===== src/rtl/vm2413_eg_multi_if.sv =====
// Bus bundle for the time-multiplexed VM2413 envelope generator.
//
// Groups the slot-advance strobe, the per-slot configuration write port and
// the registered per-slot result port.
//   clkena    : advance the engine by one slot
//   cfg_we    : write cfg_* into slot cfg_slot (slots >= SLOTS are ignored)
//   cfg_ar/dr/sl/rr, cfg_eg, cfg_key : configuration fields
//   out_valid : one-cycle pulse per processed slot
//   out_slot  : slot just processed
//   out_att   : attenuation, all-ones = silent
//   out_state : Finish=0 Attack=1 Decay=2 Sustain=3 Release=4
// master drives clkena/cfg and observes results; slave is the engine.
interface vm2413_eg_multi_if #(
  parameter int ATT_W = 7
);
  logic             clkena;
  logic             cfg_we;
  logic [4:0]       cfg_slot;
  logic [3:0]       cfg_ar;
  logic [3:0]       cfg_dr;
  logic [3:0]       cfg_sl;
  logic [3:0]       cfg_rr;
  logic             cfg_eg;
  logic             cfg_key;
  logic             out_valid;
  logic [4:0]       out_slot;
  logic [ATT_W-1:0] out_att;
  logic [2:0]       out_state;

  modport master (
    output clkena, cfg_we, cfg_slot, cfg_ar, cfg_dr, cfg_sl, cfg_rr,
           cfg_eg, cfg_key,
    input  out_valid, out_slot, out_att, out_state
  );

  modport slave (
    input  clkena, cfg_we, cfg_slot, cfg_ar, cfg_dr, cfg_sl, cfg_rr,
           cfg_eg, cfg_key,
    output out_valid, out_slot, out_att, out_state
  );
endinterface


===== src/rtl/vm2413_eg_multi.sv =====
// Time-multiplexed envelope generator for the VM2413 FM core.
//
// One update engine serves SLOTS operator slots round-robin. Each slot keeps
// its own configuration, key history, envelope state and PHASE_W-bit phase
// accumulator. Every clkena pulse processes the slot under the internal
// counter and presents the new attenuation/state one cycle later.
//
// Ports
//   clk    : core clock
//   reset  : asynchronous, active-high; all slots back to Finish/silent
//   bus    : vm2413_eg_multi_if slave (clkena, cfg write port, result port)
//
// Envelope: Finish(0) -> Attack(1) -> Decay(2) -> Sustain(3) -> Release(4)
// -> Finish. Phase 0 is full volume, all-ones is silence; the attenuation
// output is the top ATT_W bits of the phase.
module vm2413_eg_multi #(
  parameter int SLOTS   = 18,
  parameter int PHASE_W = 23,
  parameter int ATT_W   = 7
) (
  input  logic                    clk,
  input  logic                    reset,
  vm2413_eg_multi_if.slave        bus
);

  typedef enum logic [2:0] {
    ST_FINISH  = 3'd0,
    ST_ATTACK  = 3'd1,
    ST_DECAY   = 3'd2,
    ST_SUSTAIN = 3'd3,
    ST_RELEASE = 3'd4
  } eg_state_t;

  localparam logic [PHASE_W-1:0] PH_MAX    = {PHASE_W{1'b1}};
  localparam logic [4:0]         LAST_SLOT = 5'(SLOTS - 1);

  // Per-slot storage
  logic [3:0]         ar_q  [SLOTS];
  logic [3:0]         dr_q  [SLOTS];
  logic [3:0]         sl_q  [SLOTS];
  logic [3:0]         rr_q  [SLOTS];
  logic               eg_q  [SLOTS];
  logic               key_q [SLOTS];
  logic               kp_q  [SLOTS];
  eg_state_t          st_q  [SLOTS];
  logic [PHASE_W-1:0] ph_q  [SLOTS];

  logic [4:0]         s_q;

  // Rate to per-visit phase step. Rates 1..14 double per step; rate 15 is
  // one extra doubling above rate 14.
  function automatic logic [PHASE_W-1:0] inc(input logic [3:0] r);
    logic [PHASE_W-1:0] one;
    one = {{(PHASE_W-1){1'b0}}, 1'b1};
    if (r == 4'd0)
      return '0;
    else if (r == 4'd15)
      return one << (PHASE_W - 5);
    else
      return one << (32'(r) + PHASE_W - 20);
  endfunction

  function automatic logic [PHASE_W-1:0] sat_add(input logic [PHASE_W-1:0] a,
                                                 input logic [PHASE_W-1:0] b);
    logic [PHASE_W:0] sum;
    sum = {1'b0, a} + {1'b0, b};
    return sum[PHASE_W] ? PH_MAX : sum[PHASE_W-1:0];
  endfunction

  function automatic logic [PHASE_W-1:0] sat_sub(input logic [PHASE_W-1:0] a,
                                                 input logic [PHASE_W-1:0] b);
    return (a > b) ? (a - b) : '0;
  endfunction

  // Update of the slot under the counter
  logic               hit;
  logic [3:0]         ar_e, dr_e, sl_e, rr_e;
  logic               eg_e, key_e, kp_c;
  eg_state_t          st_c, st_k, st_n;
  logic [PHASE_W-1:0] ph_c, ph_n;
  logic [ATT_W-1:0]   thr;

  always_comb begin
    // A configuration write aimed at the slot being processed this cycle
    // is seen by this update, key included.
    hit   = bus.cfg_we && (bus.cfg_slot == s_q);
    ar_e  = hit ? bus.cfg_ar  : ar_q[s_q];
    dr_e  = hit ? bus.cfg_dr  : dr_q[s_q];
    sl_e  = hit ? bus.cfg_sl  : sl_q[s_q];
    rr_e  = hit ? bus.cfg_rr  : rr_q[s_q];
    eg_e  = hit ? bus.cfg_eg  : eg_q[s_q];
    key_e = hit ? bus.cfg_key : key_q[s_q];
    kp_c  = kp_q[s_q];
    st_c  = st_q[s_q];
    ph_c  = ph_q[s_q];
    thr   = {sl_e, {(ATT_W-4){1'b0}}};

    // Key edges take priority; the resulting state is then run this visit.
    st_k = st_c;
    if (key_e && !kp_c)
      st_k = ST_ATTACK;
    else if (!key_e && kp_c && (st_c != ST_FINISH))
      st_k = ST_RELEASE;

    st_n = st_k;
    ph_n = ph_c;
    case (st_k)
      ST_ATTACK: begin
        ph_n = (ar_e == 4'd15) ? '0 : sat_sub(ph_c, inc(ar_e));
        if (ph_n == '0)
          st_n = ST_DECAY;
      end
      ST_DECAY: begin
        ph_n = sat_add(ph_c, inc(dr_e));
        if (ph_n[PHASE_W-1 -: ATT_W] >= thr)
          st_n = ST_SUSTAIN;
      end
      ST_SUSTAIN: begin
        // Sustained tones hold; percussive tones keep fading at the
        // release rate.
        if (!eg_e) begin
          ph_n = sat_add(ph_c, inc(rr_e));
          if (ph_n == PH_MAX)
            st_n = ST_FINISH;
        end
      end
      ST_RELEASE: begin
        ph_n = sat_add(ph_c, inc(rr_e));
        if (ph_n == PH_MAX)
          st_n = ST_FINISH;
      end
      default: begin
        ph_n = PH_MAX;
        st_n = ST_FINISH;
      end
    endcase
  end

  // Registered slot state and outputs
  always_ff @(posedge clk or posedge reset) begin
    if (reset) begin
      for (int i = 0; i < SLOTS; i++) begin
        ar_q[i]  <= '0;
        dr_q[i]  <= '0;
        sl_q[i]  <= '0;
        rr_q[i]  <= '0;
        eg_q[i]  <= 1'b0;
        key_q[i] <= 1'b0;
        kp_q[i]  <= 1'b0;
        st_q[i]  <= ST_FINISH;
        ph_q[i]  <= PH_MAX;
      end
      s_q           <= '0;
      bus.out_valid <= 1'b0;
      bus.out_slot  <= '0;
      bus.out_att   <= {ATT_W{1'b1}};
      bus.out_state <= ST_FINISH;
    end else begin
      bus.out_valid <= 1'b0;

      if (bus.cfg_we && (bus.cfg_slot <= LAST_SLOT)) begin
        ar_q[bus.cfg_slot]  <= bus.cfg_ar;
        dr_q[bus.cfg_slot]  <= bus.cfg_dr;
        sl_q[bus.cfg_slot]  <= bus.cfg_sl;
        rr_q[bus.cfg_slot]  <= bus.cfg_rr;
        eg_q[bus.cfg_slot]  <= bus.cfg_eg;
        key_q[bus.cfg_slot] <= bus.cfg_key;
      end

      if (bus.clkena) begin
        st_q[s_q]     <= st_n;
        ph_q[s_q]     <= ph_n;
        kp_q[s_q]     <= key_e;
        s_q           <= (s_q == LAST_SLOT) ? 5'd0 : s_q + 5'd1;
        bus.out_valid <= 1'b1;
        bus.out_slot  <= s_q;
        bus.out_att   <= ph_n[PHASE_W-1 -: ATT_W];
        bus.out_state <= st_n;
      end
    end
  end

endmodule

===== src/flat_wrapper.sv =====
// flat-port wrapper written by rule: the top's interface ports become plain ports
module vm2413_eg_multi_flat 
#(
  parameter int SLOTS   = 18,
  parameter int PHASE_W = 23,
  parameter int ATT_W   = 7
)
  (clk, reset, bus_clkena, bus_cfg_we, bus_cfg_slot, bus_cfg_ar, bus_cfg_dr, bus_cfg_sl, bus_cfg_rr, bus_cfg_eg, bus_cfg_key, bus_out_valid, bus_out_slot, bus_out_att, bus_out_state);
  vm2413_eg_multi_if #(.ATT_W(ATT_W)) bus_i ();
  input  logic clk;
  input  logic reset;
  input wire logic [$bits(bus_i.clkena)-1:0] bus_clkena;
  input wire logic [$bits(bus_i.cfg_we)-1:0] bus_cfg_we;
  input wire logic [$bits(bus_i.cfg_slot)-1:0] bus_cfg_slot;
  input wire logic [$bits(bus_i.cfg_ar)-1:0] bus_cfg_ar;
  input wire logic [$bits(bus_i.cfg_dr)-1:0] bus_cfg_dr;
  input wire logic [$bits(bus_i.cfg_sl)-1:0] bus_cfg_sl;
  input wire logic [$bits(bus_i.cfg_rr)-1:0] bus_cfg_rr;
  input wire logic [$bits(bus_i.cfg_eg)-1:0] bus_cfg_eg;
  input wire logic [$bits(bus_i.cfg_key)-1:0] bus_cfg_key;
  output wire logic [$bits(bus_i.out_valid)-1:0] bus_out_valid;
  output wire logic [$bits(bus_i.out_slot)-1:0] bus_out_slot;
  output wire logic [$bits(bus_i.out_att)-1:0] bus_out_att;
  output wire logic [$bits(bus_i.out_state)-1:0] bus_out_state;
  assign bus_i.clkena = bus_clkena;
  assign bus_i.cfg_we = bus_cfg_we;
  assign bus_i.cfg_slot = bus_cfg_slot;
  assign bus_i.cfg_ar = bus_cfg_ar;
  assign bus_i.cfg_dr = bus_cfg_dr;
  assign bus_i.cfg_sl = bus_cfg_sl;
  assign bus_i.cfg_rr = bus_cfg_rr;
  assign bus_i.cfg_eg = bus_cfg_eg;
  assign bus_i.cfg_key = bus_cfg_key;
  assign bus_out_valid = bus_i.out_valid;
  assign bus_out_slot = bus_i.out_slot;
  assign bus_out_att = bus_i.out_att;
  assign bus_out_state = bus_i.out_state;
  vm2413_eg_multi #(.SLOTS(SLOTS), .PHASE_W(PHASE_W), .ATT_W(ATT_W)) u_core (.clk(clk), .reset(reset), .bus(bus_i));
endmodule

===== config.mk =====
export PLATFORM = sky130hd
export DESIGN_NAME = vm2413_eg_multi_flat
export DESIGN_NICKNAME = d
export VERILOG_FILES = /design/src/rtl/vm2413_eg_multi_if.sv /design/src/rtl/vm2413_eg_multi.sv /design/src/flat_wrapper.sv
export SDC_FILE = /design/constraint.sdc
export NUM_CORES = 2
export LEC_CHECK = 0
export BUFFER_PORTS_ARGS = -buffer_cell sky130_fd_sc_hd__clkbuf_2
export CAP_MARGIN = 25
export CELL_PAD_IN_SITES_DETAIL_PLACEMENT = 1
export CELL_PAD_IN_SITES_GLOBAL_PLACEMENT = 2
export CORE_MARGIN = 4
export CORE_UTILIZATION = 45
export CTS_CLUSTER_SIZE = 40
export DETAILED_ROUTE_END_ITERATION = 8
export PLACE_DENSITY_LB_ADDON = 0.1
export SLEW_MARGIN = 25
export SYNTH_ARGS = -nofsm -noshare
export SYNTH_HDL_FRONTEND = slang
export SYNTH_SLANG_ARGS = --single-unit

===== constraint.sdc =====
create_clock -name clk -period 35.2 [get_ports clk]
set_input_delay 0 -clock clk [delete_from_list [all_inputs] [get_ports clk]]
set_output_delay 0 -clock clk [all_outputs]
set_load 0.05 [all_outputs]

; After elaboration in Yosys (flattened, before gate mapping)
; Index checks and enable logic that the tools add are counted.
[op_classes]
n_addsub = 11
multipliers = 0
n_div = 0
magnitude_cmp = 7
n_eq_ne = 11
shifts = 3
mux = 80
bitwise = 2
n_reduce_logical = 14
[ops]
columns = op, count
row1 = 23-bit 2-to-1 mux, 20
row2 = 414-bit bitwise mux, 1
row3 = 72-bit bitwise mux, 4
row4 = 23-bit binary-select mux with 5-bit select, 1
row5 = 23-bit demux with 5-bit select, 1
row6 = "1-bit by 32-bit << shifter with 23-bit output, first input constant", 3
row7 = "32-bit by 5-bit subtractor with 32-bit output, second input constant", 3
row8 = 23-bit case mux with 4 select lines, 1
row9 = 4-bit binary-select mux with 5-bit select, 4
row10 = 23-bit by 23-bit adder with 24-bit output, 3
row11 = 18-bit bitwise mux, 3
row12 = 54-bit bitwise mux, 1
row13 = 4-bit 2-to-1 mux, 13
row14 = "23-bit == test, second input constant", 2
row15 = 3-bit 2-to-1 mux, 10
row16 = 23-bit > comparator, 1
row17 = 23-bit logical NOT, 1
row18 = 23-bit subtractor, 1
row19 = 4-bit demux with 5-bit select, 1
row20 = "4-bit by 5-bit adder with 6-bit output, second input constant", 3
row21 = 1-bit binary-select mux with 5-bit select, 3
row22 = 3-bit binary-select mux with 5-bit select, 1
row23 = 3-bit demux with 5-bit select, 1
row24 = "4-bit == test, second input constant", 3
row25 = 19 further kinds, 43
[totals]
register_bits = 831
latch_bits = 0
ramBits = 0
romBits = 0
inputBits = 27
out_inout_bits = 16
mem_count = 0

; Logic depth before layout (Yosys ltp)
[depth]
depth_word = 19
mapped_depth = 45
ltp_nobuf = 32

; Worst setup path after synthesis
; Ideal clock, no wire load.
[synth_path]
path_kind = reg2reg
from = reg u_core.s_q[0]
to = reg u_core.st_q[27] in the netlist's numbering
t_arrival_ns = 8.388
slack_ns = 26.688
path_stages_with_launch = 43
path_buffers = 13
synth_period_minus_slack_ns = 8.512
path_cell_list = dfrtp_1 -> buf_6 -> buf_12 -> buf_6 -> buf_8 -> buf_8 -> buf_6 -> buf_6 -> buf_8 -> buf_6 -> buf_6 -> mux4_2 -> a222oi_1 -> a21oi_1 -> inv_1 -> ha_1 -> and2_1 -> nor2_1 -> [7 not listed] -> ha_1 -> and4_1 -> and3_1 -> a2111o_1 -> o21ai_0 -> nand2_1 -> a311oi_2 -> clkbuf_1 -> nand2_1 -> ha_1 -> nor2b_1 -> o21ai_0 -> nand2b_1 -> a21oi_1 -> o22a_1 -> o221ai_2 -> buf_2 -> mux2_2
[synth_via]
elab_chain_cells = 19
word_cells_on_any_way = 100
[synth_rtl]
columns = item, line_no
row1 = start: declaration, vm2413_eg_multi.sv:48  ; logic [4:0] s_q;
row2 = start signal: assignment, vm2413_eg_multi.sv:174  ; s_q <= (s_q == LAST_SLOT) ? 5'd0 : s_q + 5'd1;
row3 = 5-bit NOT with 6-bit output (not written as such), --
row4 = 4-bit binary-select mux with 5-bit select, vm2413_eg_multi.sv:90  ; rr_e = hit ? bus.cfg_rr : rr_q[s_q];
row5 = 4-bit 2-to-1 mux (not written as such) (2 in a row), vm2413_eg_multi.sv:90
row6 = 4-bit 2-to-1 mux, vm2413_eg_multi.sv:90
row7 = 4-bit by 5-bit adder with 6-bit output, vm2413_eg_multi.sv:60  ; return one << (32'(r) + PHASE_W - 20);
row8 = 32-bit by 5-bit subtractor with 32-bit output, vm2413_eg_multi.sv:60
row9 = 1-bit by 32-bit << shifter with 23-bit output, vm2413_eg_multi.sv:60
row10 = 23-bit 2-to-1 mux, vm2413_eg_multi.sv:57  ; else if (r == 4'd15)
row11 = [2 not listed], --
row12 = 23-bit 2-to-1 mux, vm2413_eg_multi.sv:107  ; case (st_k)
row13 = 23-bit by 23-bit adder with 24-bit output, vm2413_eg_multi.sv:66  ; sum = {1'b0, a} + {1'b0, b};
row14 = 23-bit 2-to-1 mux, vm2413_eg_multi.sv:67  ; return sum[PHASE_W] ? PH_MAX : sum[PHASE_W-1:0];
row15 = 23-bit == test, vm2413_eg_multi.sv:123  ; if (ph_n == PH_MAX)
row16 = 3-bit 2-to-1 mux, vm2413_eg_multi.sv:123
row17 = 3-bit 2-to-1 mux, vm2413_eg_multi.sv:121  ; if (!eg_e) begin
row18 = 3-bit case mux with 4 select lines, vm2413_eg_multi.sv:107
row19 = 54-bit bitwise mux (*), vm2413_eg_multi.sv:171  ; st_q[s_q] <= st_n;
row20 = end signal: indexed assignment, vm2413_eg_multi.sv:171
row21 = end: declaration, vm2413_eg_multi.sv:45  ; eg_state_t st_q [SLOTS];
; Every way passes the cells marked *; elsewhere a longest branch is shown, timed or not. The select of a mux whose other input is x is not followed.
; A chain may end at the register's enable or synchronous reset.

; Worst setup path after layout
[layout_path]
from = reg u_core.s_q[3]
to = reg u_core.st_q[15] in the netlist's numbering
; The elaborated chain is that of the path after synthesis.

==> qor.csv <==
metric;value;unit
initial_core_util;45.6;%
cts-root-buf;clkbuf_16;
ys_types;111;
die_w;322;um
synth_edf_count;0;
drive_gt1_share;34.9;%
vias;32600;
setup_violations;0;
multi_input_area;21500;sq um
mostFrequentLayoutCell;nand2_1;
num-nets-final;4044;
syn_to_final_growth;10.5;%
finalMaxSlewViolations;0;
finalCritPeriodShare;28.8;%
postRouteAntennaNets;0;
status;completed;
period_needed;10.14;ns
htreeDepth;3;
cp-end-kind;register;
hold_viol;0;
clk_latency;0.68;ns
cts.clk_slew.worst_paths;0.06;ns
via_per_inst;6.17;
ys.warnings.count;0;
wl;147000;um
worstPathArrival;10.69;ns
syn_area;44300;sq um
synth_nets;4092;
grt-ovfl-total;0;
ys_top_cells_by_area;dfstp_2 (25%), dfrtp_1 (23%), mux2_2 (10%), mux4_2 (8.5%), o21ai_0 (5.5%);
antenna_found_initial;7;
synth_flop_cell;dfstp_2;
worst_slew_pin_slew;1.06;ns
grt_max_degree;173;
dpl.hpwl;95500;um
crit_path_start_kind;register;
crit_fanout;33;
drv_cap;0;
rows;114;
die_area;103000;sq um
cts_num_sinks;831;
maxSlewHeadroom;29.3;%
synth_top_area_share;25.0;%
dr.pass1.iters;5;
cts_tree;yes;
regArea;21300;sq um
cts_max_path_buffers;3;
post_drt_wl_per_cell;27.7;um
num-fill-cells;10100;
cts_buffers;95;
synthArstFlopShare;100;%
syn_inst;3975;
remaining_drc_errors;0;
io_buffers;42;
required;35.75;ns
drtIter0Drc;2294;
ys_seq_elements;831;
synth_largest_area_cell;dfstp_2;
ys_seq_area_share;48.2;%
grt_pass1_wl;222000;um
io_pins;43;
core;97100;sq um
grt_pass1_vias;34900;
hold_path.class;in2async;
worstSetupPathType;reg2reg;
fin_skew;0.0306;ns
gp_congestion;0.918;
setup_tns;0;ns
track_usage;28.4;%
syn_avg_cell_area;11.1;sq um
dieHeight;322;um
mostFrequentLayoutCells;nand2_1 (553), o21ai_0 (484), dfstp_2 (421);
max_freq;0.0986;GHz
rsz0062_at_grt;false;
-- cells by family (layout without fill, tap and decap cells) --
family                     after synthesis  count (layout)  synth area share [%]
and+or+nand+nor                       1091            1091                  11.5
xor gates and xnor gates                62              62                  1.23
other                                    0               3                     0
buffers and inverters                  340             374                  3.79
AOI/OAI and AO/OA                      926             926                  12.5
adders and majority gates               90              90                  2.59
DFF                                    831             831                  48.2
muxes                                  635             635                  20.3
-- cell type report --
class                      instances  area share [%]
antenna                            3          0.0153
clock buffer                     146            5.91
clock inverter                    33           0.611
timing repair buffer             166            2.52
multi-input combinational       2804            43.9
inverter                          29           0.238
tap                             1276            3.26
sequential                       831            43.6
-- worst paths after layout --
check	start	endpoint	slack, ns	depth (start not counted)
min reg2reg	u_core.ph_q[388]$_DFFE_PP1P_	u_core.ph_q[388]$_DFFE_PP1P_	0.47	2
max in group asynchronous	reset	u_core.ph_q[394]$_DFFE_PP1P_	32.96	5
max	u_core.s_q[3]$_DFFE_PP0P_	u_core.st_q[15]$_DFFE_PP0P_	25.06	26
max reg2reg	u_core.s_q[3]$_DFFE_PP0P_	u_core.st_q[15]$_DFFE_PP0P_	25.06	26
min	reset	u_core.st_q[23]$_DFFE_PP0P_	0.07	3
min in group clk	bus_cfg_we	u_core.kp_q[3]$_DFFE_PP0P_	0.11	5
-- synthesized netlist by cell type, drive strengths merged (13+ instances only) --
cell type,count
nand2,559
o21ai,515
dfstp,421
dfrtp,410
mux2,406
nor2,215
clkbuf,199
a21oi,172
mux4,169
buf,112
ha,87
nand3,65
mux2i,60
nor3,39
xor2,34
a211oi,32
a21o,28
inv,28
xnor2,28
nand4,25
nand2b,24
a31oi,23
o221ai,23
nor3b,22
and2,21
and3,21
nor2b,21
nor4,20
o22ai,16
or3,13
-- registers in the layout, indices dropped and copies added (netlist names) --
signal                cells
u_core.bus.out_valid      1
u_core.key_q             18
u_core.bus.out_slot       5
u_core.ph_q             414
u_core.sl_q              72
u_core.kp_q              18
u_core.eg_q              18
u_core.ar_q              72
u_core.st_q              54
u_core.bus.out_att        7
u_core.s_q                5
u_core.dr_q              72
u_core.bus.out_state      3
u_core.rr_q              72
-- critical path: stages (launching register included) --
cell	delay [ns]
dfrtp_4	0.78
buf_4	0.69
xor2_1	0.13
nor4_1	0.74
nand3_1	0.17
buf_4	0.32
a21oi_1	0.85
nor2_1	0.16
nand2b_1	0.22
xor2_1	0.24
ha_1	0.26
inv_1	0.09
xnor2_1	0.21
nand2b_1	0.24
nor2_1	0.08
ha_1	0.24
fa_1	0.42
a21o_1	0.22
a221o_1	0.40
a211oi_1	0.67
o21ai_0	0.33
xor2_1	0.50
nand4_1	0.15
or4b_1	0.68
a21oi_1	0.28
o221ai_2	0.41
mux2_2	0.44
-- stage by stage --
step	instance area (sq um)	cells	utilization, %	hold WS [ns]	setup slack [ns]
after global routing	48900	5285	50.4	0.114	24.09
after CTS	48900	5282	50.3	0.0554	25.04
after detailed placement	45500	5080	46.8	0.228	25.08
final	48900	5288	50.4	0.0682	25.06
after global placement	45400	5078	46.8	0.205	25.27
after floorplan	44300	3975	-	0.0314	12.55
-- metal layers --
layer / wire, um / up-vias / global-route usage [%] / part of all wire, %
met5: 19 / - / 0 / 0.013
met4: 4330 / 2 / 8.99 / 3.0
met3: 8360 / 212 / 4.98 / 5.7
met2: 67700 / 832 / 45.0 / 46
met1: 66300 / 17300 / 40.0 / 45
li1: - / 14300 / - / -
-- timing repair --
action / in CTS / in global routing
hold endpoints to repair: 439 / 0
gates resized for setup: 0 / 0
buffers inserted: 0 / 0
hold buffers: 23 / 0
Power is not shown: default switching activity piles up to over one toggle a cycle in this logic, so the estimate is an artifact.
